`src/rtl/fetch_sequencer_if.sv`:
```
// Instruction-memory fetch handshake between the fetch sequencer (master)
// and the instruction memory (slave).
interface fetch_sequencer_if;
    logic        imem_req;
    logic [31:0] imem_addr;
    logic        imem_ack;
    logic [31:0] imem_rdata;

    modport master (
        output imem_req,
        output imem_addr,
        input  imem_ack,
        input  imem_rdata
    );

    modport slave (
        input  imem_req,
        input  imem_addr,
        output imem_ack,
        output imem_rdata
    );
endinterface

```
`src/rtl/fetch_sequencer.sv`:
```
// PC sequencer and instruction-fetch handshake for the MIPS core.
// Define FETCH_EXC_EN to add the exception redirect (exc_req/epc, vector EXC_VEC).
module fetch_sequencer #(
    parameter logic [31:0] RESET_PC = 32'h0000_3000,
    parameter logic [31:0] EXC_VEC  = 32'h0000_4180
) (
    input  logic                     Clk,
    input  logic                     Reset,
    input  logic                     stall,
    input  logic                     br_req,
    input  logic [31:0]              br_target,
    input  logic                     j_req,
    input  logic [31:0]              j_target,
`ifdef FETCH_EXC_EN
    input  logic                     exc_req,
    output logic [31:0]              epc,
`endif
    fetch_sequencer_if.master        imem,
    output logic                     instr_valid,
    output logic [31:0]              instr,
    output logic [31:0]              instr_pc,
    output logic [31:0]              pc
);

    typedef enum logic [1:0] {IDLE, REQ, HOLD, FLUSH} state_t;

    state_t      state;
    logic [31:0] pending;
    logic        redir;
    logic [31:0] redir_tgt;

    // Redirect arbitration: exception over jump over branch.
    // NOTE: every output of an always_comb gets a default first so no latch is inferred.
    always_comb begin
        redir     = j_req | br_req;
        redir_tgt = j_req ? j_target : br_target;
`ifdef FETCH_EXC_EN
        if (exc_req) begin
            redir     = 1'b1;
            redir_tgt = EXC_VEC;
        end
`endif
        redir_tgt[1:0] = 2'b00;
    end

`ifndef FETCH_EXC_EN
    // The vector only matters with the exception feature; keep it referenced.
    wire unused_exc_vec = ^EXC_VEC;
`endif

    assign imem.imem_addr = pc;

    // NOTE: all state here uses <= so every register sees pre-edge values.
    always_ff @(posedge Clk) begin
        if (Reset) begin
            state         <= IDLE;
            pc            <= RESET_PC;
            pending       <= '0;
            imem.imem_req <= 1'b0;
            instr_valid   <= 1'b0;
            instr         <= '0;
            instr_pc      <= '0;
`ifdef FETCH_EXC_EN
            epc           <= '0;
`endif
        end else begin
`ifdef FETCH_EXC_EN
            if (exc_req)
                epc <= (state == HOLD) ? instr_pc : pc;
`endif
            case (state)
                IDLE: begin
                    if (redir)
                        pc <= redir_tgt;
                    state         <= REQ;
                    imem.imem_req <= 1'b1;
                end
                REQ: begin
                    if (imem.imem_ack) begin
                        if (redir) begin
                            // Data for the old path is dropped; refetch at the target.
                            pc <= redir_tgt;
                        end else begin
                            instr         <= imem.imem_rdata;
                            instr_pc      <= pc;
                            instr_valid   <= 1'b1;
                            pc            <= pc + 32'd4;
                            state         <= HOLD;
                            imem.imem_req <= 1'b0;
                        end
                    end else if (redir) begin
                        pending <= redir_tgt;
                        state   <= FLUSH;
                    end
                end
                FLUSH: begin
                    // The outstanding fetch must complete before the address can change.
                    if (imem.imem_ack) begin
                        pc    <= redir ? redir_tgt : pending;
                        state <= REQ;
                    end else if (redir) begin
                        pending <= redir_tgt;
                    end
                end
                HOLD: begin
                    if (redir || !stall) begin
                        instr_valid   <= 1'b0;
                        state         <= REQ;
                        imem.imem_req <= 1'b1;
                        if (redir)
                            pc <= redir_tgt;
                    end
                end
                default: state <= IDLE;
            endcase
        end
    end

endmodule

```
`src/flat_wrapper.sv`:
```
// flat-port wrapper written by rule: the top's interface ports become plain ports
module fetch_sequencer_flat 
#(
    parameter logic [31:0] RESET_PC = 32'h0000_3000,
    parameter logic [31:0] EXC_VEC  = 32'h0000_4180
)
  (Clk, Reset, stall, br_req, br_target, j_req, j_target, instr_valid, instr, instr_pc, pc, imem_imem_req, imem_imem_addr, imem_imem_ack, imem_imem_rdata);
  fetch_sequencer_if imem_i ();
  input  logic Clk;
  input  logic Reset;
  input  logic stall;
  input  logic br_req;
  input  logic [31:0] br_target;
  input  logic j_req;
  input  logic [31:0] j_target;
  output logic instr_valid;
  output logic [31:0] instr;
  output logic [31:0] instr_pc;
  output logic [31:0] pc;
  output wire logic [$bits(imem_i.imem_req)-1:0] imem_imem_req;
  output wire logic [$bits(imem_i.imem_addr)-1:0] imem_imem_addr;
  input wire logic [$bits(imem_i.imem_ack)-1:0] imem_imem_ack;
  input wire logic [$bits(imem_i.imem_rdata)-1:0] imem_imem_rdata;
  assign imem_imem_req = imem_i.imem_req;
  assign imem_imem_addr = imem_i.imem_addr;
  assign imem_i.imem_ack = imem_imem_ack;
  assign imem_i.imem_rdata = imem_imem_rdata;
  fetch_sequencer #(.RESET_PC(RESET_PC), .EXC_VEC(EXC_VEC)) u_core (.Clk(Clk), .Reset(Reset), .stall(stall), .br_req(br_req), .br_target(br_target), .j_req(j_req), .j_target(j_target), .imem(imem_i), .instr_valid(instr_valid), .instr(instr), .instr_pc(instr_pc), .pc(pc));
endmodule
```
`config.mk`:
```
export PLATFORM = sky130hd
export DESIGN_NAME = fetch_sequencer_flat
export DESIGN_NICKNAME = d
export VERILOG_FILES = /design/src/rtl/fetch_sequencer_if.sv /design/src/rtl/fetch_sequencer.sv /design/src/flat_wrapper.sv
export SDC_FILE = /design/constraint.sdc
export NUM_CORES = 1
export LEC_CHECK = 0
export CAP_MARGIN = 40
export CORE_MARGIN = 3
export CORE_UTILIZATION = 41
export DETAILED_ROUTE_END_ITERATION = 6
export PLACE_DENSITY = 0.75
export SYNTH_ARGS = -nofsm -noshare
export SYNTH_HDL_FRONTEND = slang
export SYNTH_SLANG_ARGS = --single-unit
```
`constraint.sdc`:
```
create_clock -name Clk -period 1.9 [get_ports Clk]
set_input_delay 0.38 -clock Clk [delete_from_list [all_inputs] [get_ports Clk]]
set_output_delay 0.38 -clock Clk [all_outputs]
set_load 0.01 [all_outputs]
```
# Word level (Yosys, flattened, before mapping)
# Cells that the tools add are included.
dict set report word_totals {
  ff_bits 132
}
dict set report classes {
  add_sub_neg 1
  n_eq_ne 9
  mux 22
  bitwise 3
  n_reduce_logical 12
}
# cell count
set ops {}
lappend ops {{2-to-1 mux 32 bit} 7}
lappend ops {{case mux 32 bit (4 select lines)} 1}
lappend ops {{adder 32 x 3 -> 32 bit (second input constant)} 1}
lappend ops {{AND reduction 4 bit} 3}
lappend ops {{2-to-1 mux 2 bit} 5}
lappend ops {{case mux 2 bit (4 select lines)} 1}
lappend ops {{2-to-1 mux 1 bit} 6}
lappend ops {{!= test 2 bit (second input constant)} 3}
lappend ops {{AND reduction 3 bit} 2}
lappend ops {{== test 2 bit (second input constant)} 2}
lappend ops {{!= test 3 x 2 -> 1 bit (second input constant)} 1}
lappend ops {{!= test 3 bit (second input constant)} 1}
lappend ops {{case mux 1 bit (3 select lines)} 1}
lappend ops {{nonzero test 3 bit} 1}
lappend ops {{== test 2 x 1 -> 1 bit (second input constant)} 1}
lappend ops {{zero test 2 bit} 1}
lappend ops {{!= test 2 x 1 -> 1 bit (second input constant)} 1}
lappend ops {{inverter 1 bit} 2}
lappend ops {{case mux 1 bit (2 select lines)} 1}
lappend ops {{AND reduction 2 bit} 1}
lappend ops {{nonzero test 2 bit} 1}
lappend ops {{OR reduction 2 bit} 1}
lappend ops {{zero test 1 bit} 1}
lappend ops {{logical OR 1 bit} 1}
lappend ops {{bitwise OR 1 bit} 1}

# Longest topological paths before layout
dict set report depth {
  depth_word 4
  mapped_depth 8
  depth_no_buf 6
}

# Worst setup path after synthesis
# Ideal clock, no wire load.
dict set report synth_path {
  path_type {reg-to-reg}
  start {reg u_core.pc[2] (netlist: u_core.imem.imem_addr[2])}
  end {reg u_core.pc[28] (netlist: u_core.imem.imem_addr[28])}
  arrival_time_ns 1.991
  required_time_ns 1.823
  path_slack_ns -0.168
  stages_incl_launch_ff 7
  path_buffers 0
  synth_period_minus_slack_ns 2.068
  path_cell_list {dfxtp_1 ha_1 nand4_2 nor3_2 nand3_1 or4_1 a41oi_2}
}
dict set report synth_via {
  elab_chain_cells 4
}
# element line
set synth_lines {}
lappend synth_lines {{start, declared} fetch_sequencer.sv:22} ;# output logic [31:0] pc
lappend synth_lines {{start signal, assigned} fetch_sequencer.sv:74} ;# pc <= redir_tgt;
lappend synth_lines {{start signal, assigned} fetch_sequencer.sv:82} ;# pc <= redir_tgt;
lappend synth_lines {{start signal, assigned} fetch_sequencer.sv:87} ;# pc <= pc + 32'd4;
lappend synth_lines {{adder 32 x 3 -> 32 bit} fetch_sequencer.sv:87}
lappend synth_lines {{2-to-1 mux 32 bit} fetch_sequencer.sv:80} ;# if (redir) begin
lappend synth_lines {{2-to-1 mux 32 bit} fetch_sequencer.sv:79} ;# if (imem.imem_ack) begin
lappend synth_lines {{case mux 32 bit (4 select lines)} fetch_sequencer.sv:71} ;# case (state)
# Every way passes these cells. The select of a mux whose other input is x is not followed.
# A chain may end at the register's enable or synchronous reset.

# Worst setup path after layout
dict set report layout_path {
  start {reg u_core.pc[5] (netlist: u_core.imem.imem_addr[5])}
  end {out imem_imem_addr[5]}
}
# element line
set layout_rtl {}
lappend layout_rtl {{end, declared} flat_wrapper.sv:21} ;# output wire logic [$bits(imem_i.imem_addr)-1:0] imem_imem_addr;
# No word-level cell between the ends.

==> flow_summary_export.csv <==
group,metric,value,unit
outcome,status,"finished with violations",
outcome,failed_checks,"setup timing",
worst_setup_path,cp.required,1.52,ns
place,place_inst,1307,
logic_synthesis,ys.flop_type,"dfxtp_1",
logic_synthesis,synth.distinct_cells,68,
global_route,grt_use_total,25.0,%
final_layout,fin_nets,1223,
sta,fin_skew,0.00797,ns
final_layout,fillers,1285,
floorplan,coreArea,15500,sq um
final_layout,diodes,0,
sta,period_share,101,%
routing,dr_total_vias,7297,
power,peakVddDrop,0.000690,V
worst_hold_path,hold_path_class,"flop to flop",
sta,fin_ws,-0.0129,ns
floorplan,pin_count,232,
sta,rsz0062_at_grt,"yes",
floorplan,die_area,17700,sq um
final_layout,regArea,2670,sq um
global_route,grt_max_degree,91,
logic_synthesis,ys_seq_elements,132,
routing,dr_wl_met2,10.7,mm
worst_setup_path,r2r_start,"u_core.imem.imem_addr[19]",
worst_setup_path,rr_worst_depth,5,
logic_synthesis,ys_top_cells_by_count,"nand2_1, dfxtp_1, a21oi_1",
worst_setup_path,endpoint_kind,"primary output",
worst_hold_path,min_from,"u_core.instr_pc[16]",
routing,routed-wl-met3,1.83,mm
final_layout,finalInstanceArea,10400,sq um
logic_synthesis,yosysWarnings,0,
sta,finalSetupViolCount,1,
final_layout,multi_input_area,3480,sq um
worst_setup_path,crit_path_end,"imem_imem_addr[5]",
power,leakagePower,0.00399,uW
worst_setup_path,worstPathMaxFanout,6,
logic_synthesis,synth_cells,849,
final_layout,area_delta_synth_final,57.3,%
logic_synthesis,synth.avg_cell_area,7.77,sq um
global_route,grt_pass1_vias,6599,
clocking,cts_tree,"built",
logic_synthesis,synth.most_common_cell,"nand2_1",
floorplan,dieHeight,133,microns
logic_synthesis,synth_top_area_share,40.0,%
run,max-cap-violations,0,
routing,vias_per_cell,5.43,
logic_synthesis,synth_top_cell_by_area,"dfxtp_1",
logic_synthesis,synth_area_leaders,"dfxtp_1, nand2_1, a21oi_1",
final_layout,drive_gt1_share,17.2,%
global_route,grt_remaining_overflow,0,
clocking,clk_latency,0.42,ns
routing,initialDrtViolationCount,627,
worst_hold_path,hold-path-cell-count,2,
routing,postRouteWirelength,23.0,mm
sta,tightest_slew,0.448,ns
worst_setup_path,critical_path_class,"flop to primary output",
worst_setup_path,r2r_end,"u_core.imem.imem_addr[29]",
logic_synthesis,synth-edff-count,0,
place,hpwl,16.7,mm
worst_setup_path,critPathLaunch,"u_core.imem.imem_addr[5]",
clocking,htreeDepth,4,
routing,top_layer_used,"met4",
sta,slew_headroom,69.3,%
worst_setup_path,crit_arrival,1.53,ns
worst_setup_path,r2r_slack,0.06,ns
logic_synthesis,ys_seq_area_share,40.0,%
floorplan,row_count,45,
sta,final-hold-violation-count,0,
clocking,clock-sinks,132,
place,placed_area,9620,sq um
global_route,grt_pass1_wl,35.7,mm
logic_synthesis,synthArstFlopShare,0,%
logic_synthesis,synthesis.area,6600,sq um
sta,period_needed,1.91,ns
clocking,cts-root-buf,"clkbuf_16",
worst_setup_path,start_kind,"flop",
floorplan,die_w,133,microns
final_layout,final_cell_count_no_fill,1344,
routing,wirelength_met1,10.1,mm
routing,wl_per_cell,17.1,microns
floorplan,initial_utilization,42.6,%
routing,dr.pass1.iters,5,
sta,max_freq,523,MHz
place,gp_congestion,1.01,
routing,drc,0,
clocking,cts_buffers,17,
sta,holdWs,0.452,ns
clocking,clk_pin_slew_worst_paths,0.06,ns
routing,ant_nets,0,
global_route,antenna_found_initial,0,
place,io_buffers,227,
sta,drv_slew,0,
power,p_per_area,766,nW/um^2
clocking,clock_path_buffers,2,
logic_synthesis,syn_nets,952,
## cells in the final DEF, fill, tap and decap left out, types with 5 or more instances in the layout
cell type        netlist  routed
a211oi_1              34      34
a21oi_1              110     110
a2bb2oi_1              7       7
a311oi_1               8       8
a31oi_1                9       9
and3_1                 9       9
buf_12                 0       7
buf_4                 33     114
clkbuf_16              0      18
clkdlybuf4s50_1        0     215
dfxtp_1              132     120
dfxtp_2                0       9
dlymetal6s2s_1         0      10
inv_1                 13      13
mux2i_1               26      26
nand2_1              172     171
nand2b_1               5       5
nand3_1               11      10
nand4_1               13      13
nor2_1                55      52
nor2b_1                7       6
nor3_1                14      13
nor4_1                 6       6
o211ai_1               5       5
o21ai_0               39      38
## sequential cells by signal, indices dropped and copies added (netlist names)
| name | cells |
|---|---|
| u_core.imem.imem_req | 1 |
| u_core.instr_valid | 1 |
| u_core.imem.imem_addr | 32 |
| u_core.pending | 32 |
| u_core.instr_pc | 32 |
| u_core.instr | 32 |
| u_core.state | 2 |
## where the power goes
part           internal (uW)  switching, uW
sequential              2910            106
combinational            864            776
clock                   2050           1240
## how the worst min path moves through the flow
stage,end,slack (ns)
floorplan,u_core.imem.imem_addr[0],0.45
global placement,u_core.instr_pc[10],0.44
detailed placement,u_core.instr_pc[15],0.45
CTS,u_core.instr[21],0.45
global route,u_core.instr_pc[29],0.47
finish,u_core.instr_pc[16],0.45
## cell type report
cell class              instances  area share (%)
multi-input cells             606            33.5
repair buffers                350            32.0
flip-flops and latches        132            25.7
clock buffers                  22            4.57
well taps                     211            2.54
clock inverters                10            1.17
inverters                      13           0.470
## worst max-delay path: stages, from the launching register on
cell,delay (ns)
dfxtp_1,0.40
buf_4,0.18
clkdlybuf4s50_1,0.54
## routing by layer
| metal | vias up | track usage [%] |
|---|---|---|
| li1 | 3555 | - |
| met2 | 342 | 38.9 |
| met4 | 0 | 7.51 |
| met5 | - | 0 |
| met1 | 3367 | 34.7 |
| met3 | 33 | 5.21 |
## stage by stage
stage                     worst slack, ns  power (uW)  util [%]  setup TNS, ns
final                             -0.0129        7950      67.0        -0.0129
after floorplan                   0.00950        3810         -              0
after global placement             -0.389        4650      62.1         -32.65
after detailed placement           -0.385        4680      62.1         -35.01
after global routing              -0.0408        8230      67.0        -0.0817
after CTS                         0.00133        7950      66.1              0
## cell families (layout without fill, tap and decap cells)
kind of cell             Yosys count  in the layout  synth area share, %
buffers and inverters            111            395                 8.42
flip-flops                       132            132                 40.0
adder cells (fa/ha/maj)            1              1                0.190
AND/OR/NAND/NOR                  318            318                 22.3
AO/OA/AOI/OAI                    257            257                 24.6
multiplexers                      26             26                 3.94
XOR/XNOR                           4              4                0.531
## repair_timing
item / CTS / global route
setup endpoints to repair: 11 / 97
buffers inserted: 0 / 4
hold buffers: 0 / 0
gates cloned: 0 / 1
gates resized for setup: 5 / 32
pin swaps: 0 / 4
(Power assumes the default switching activity.)
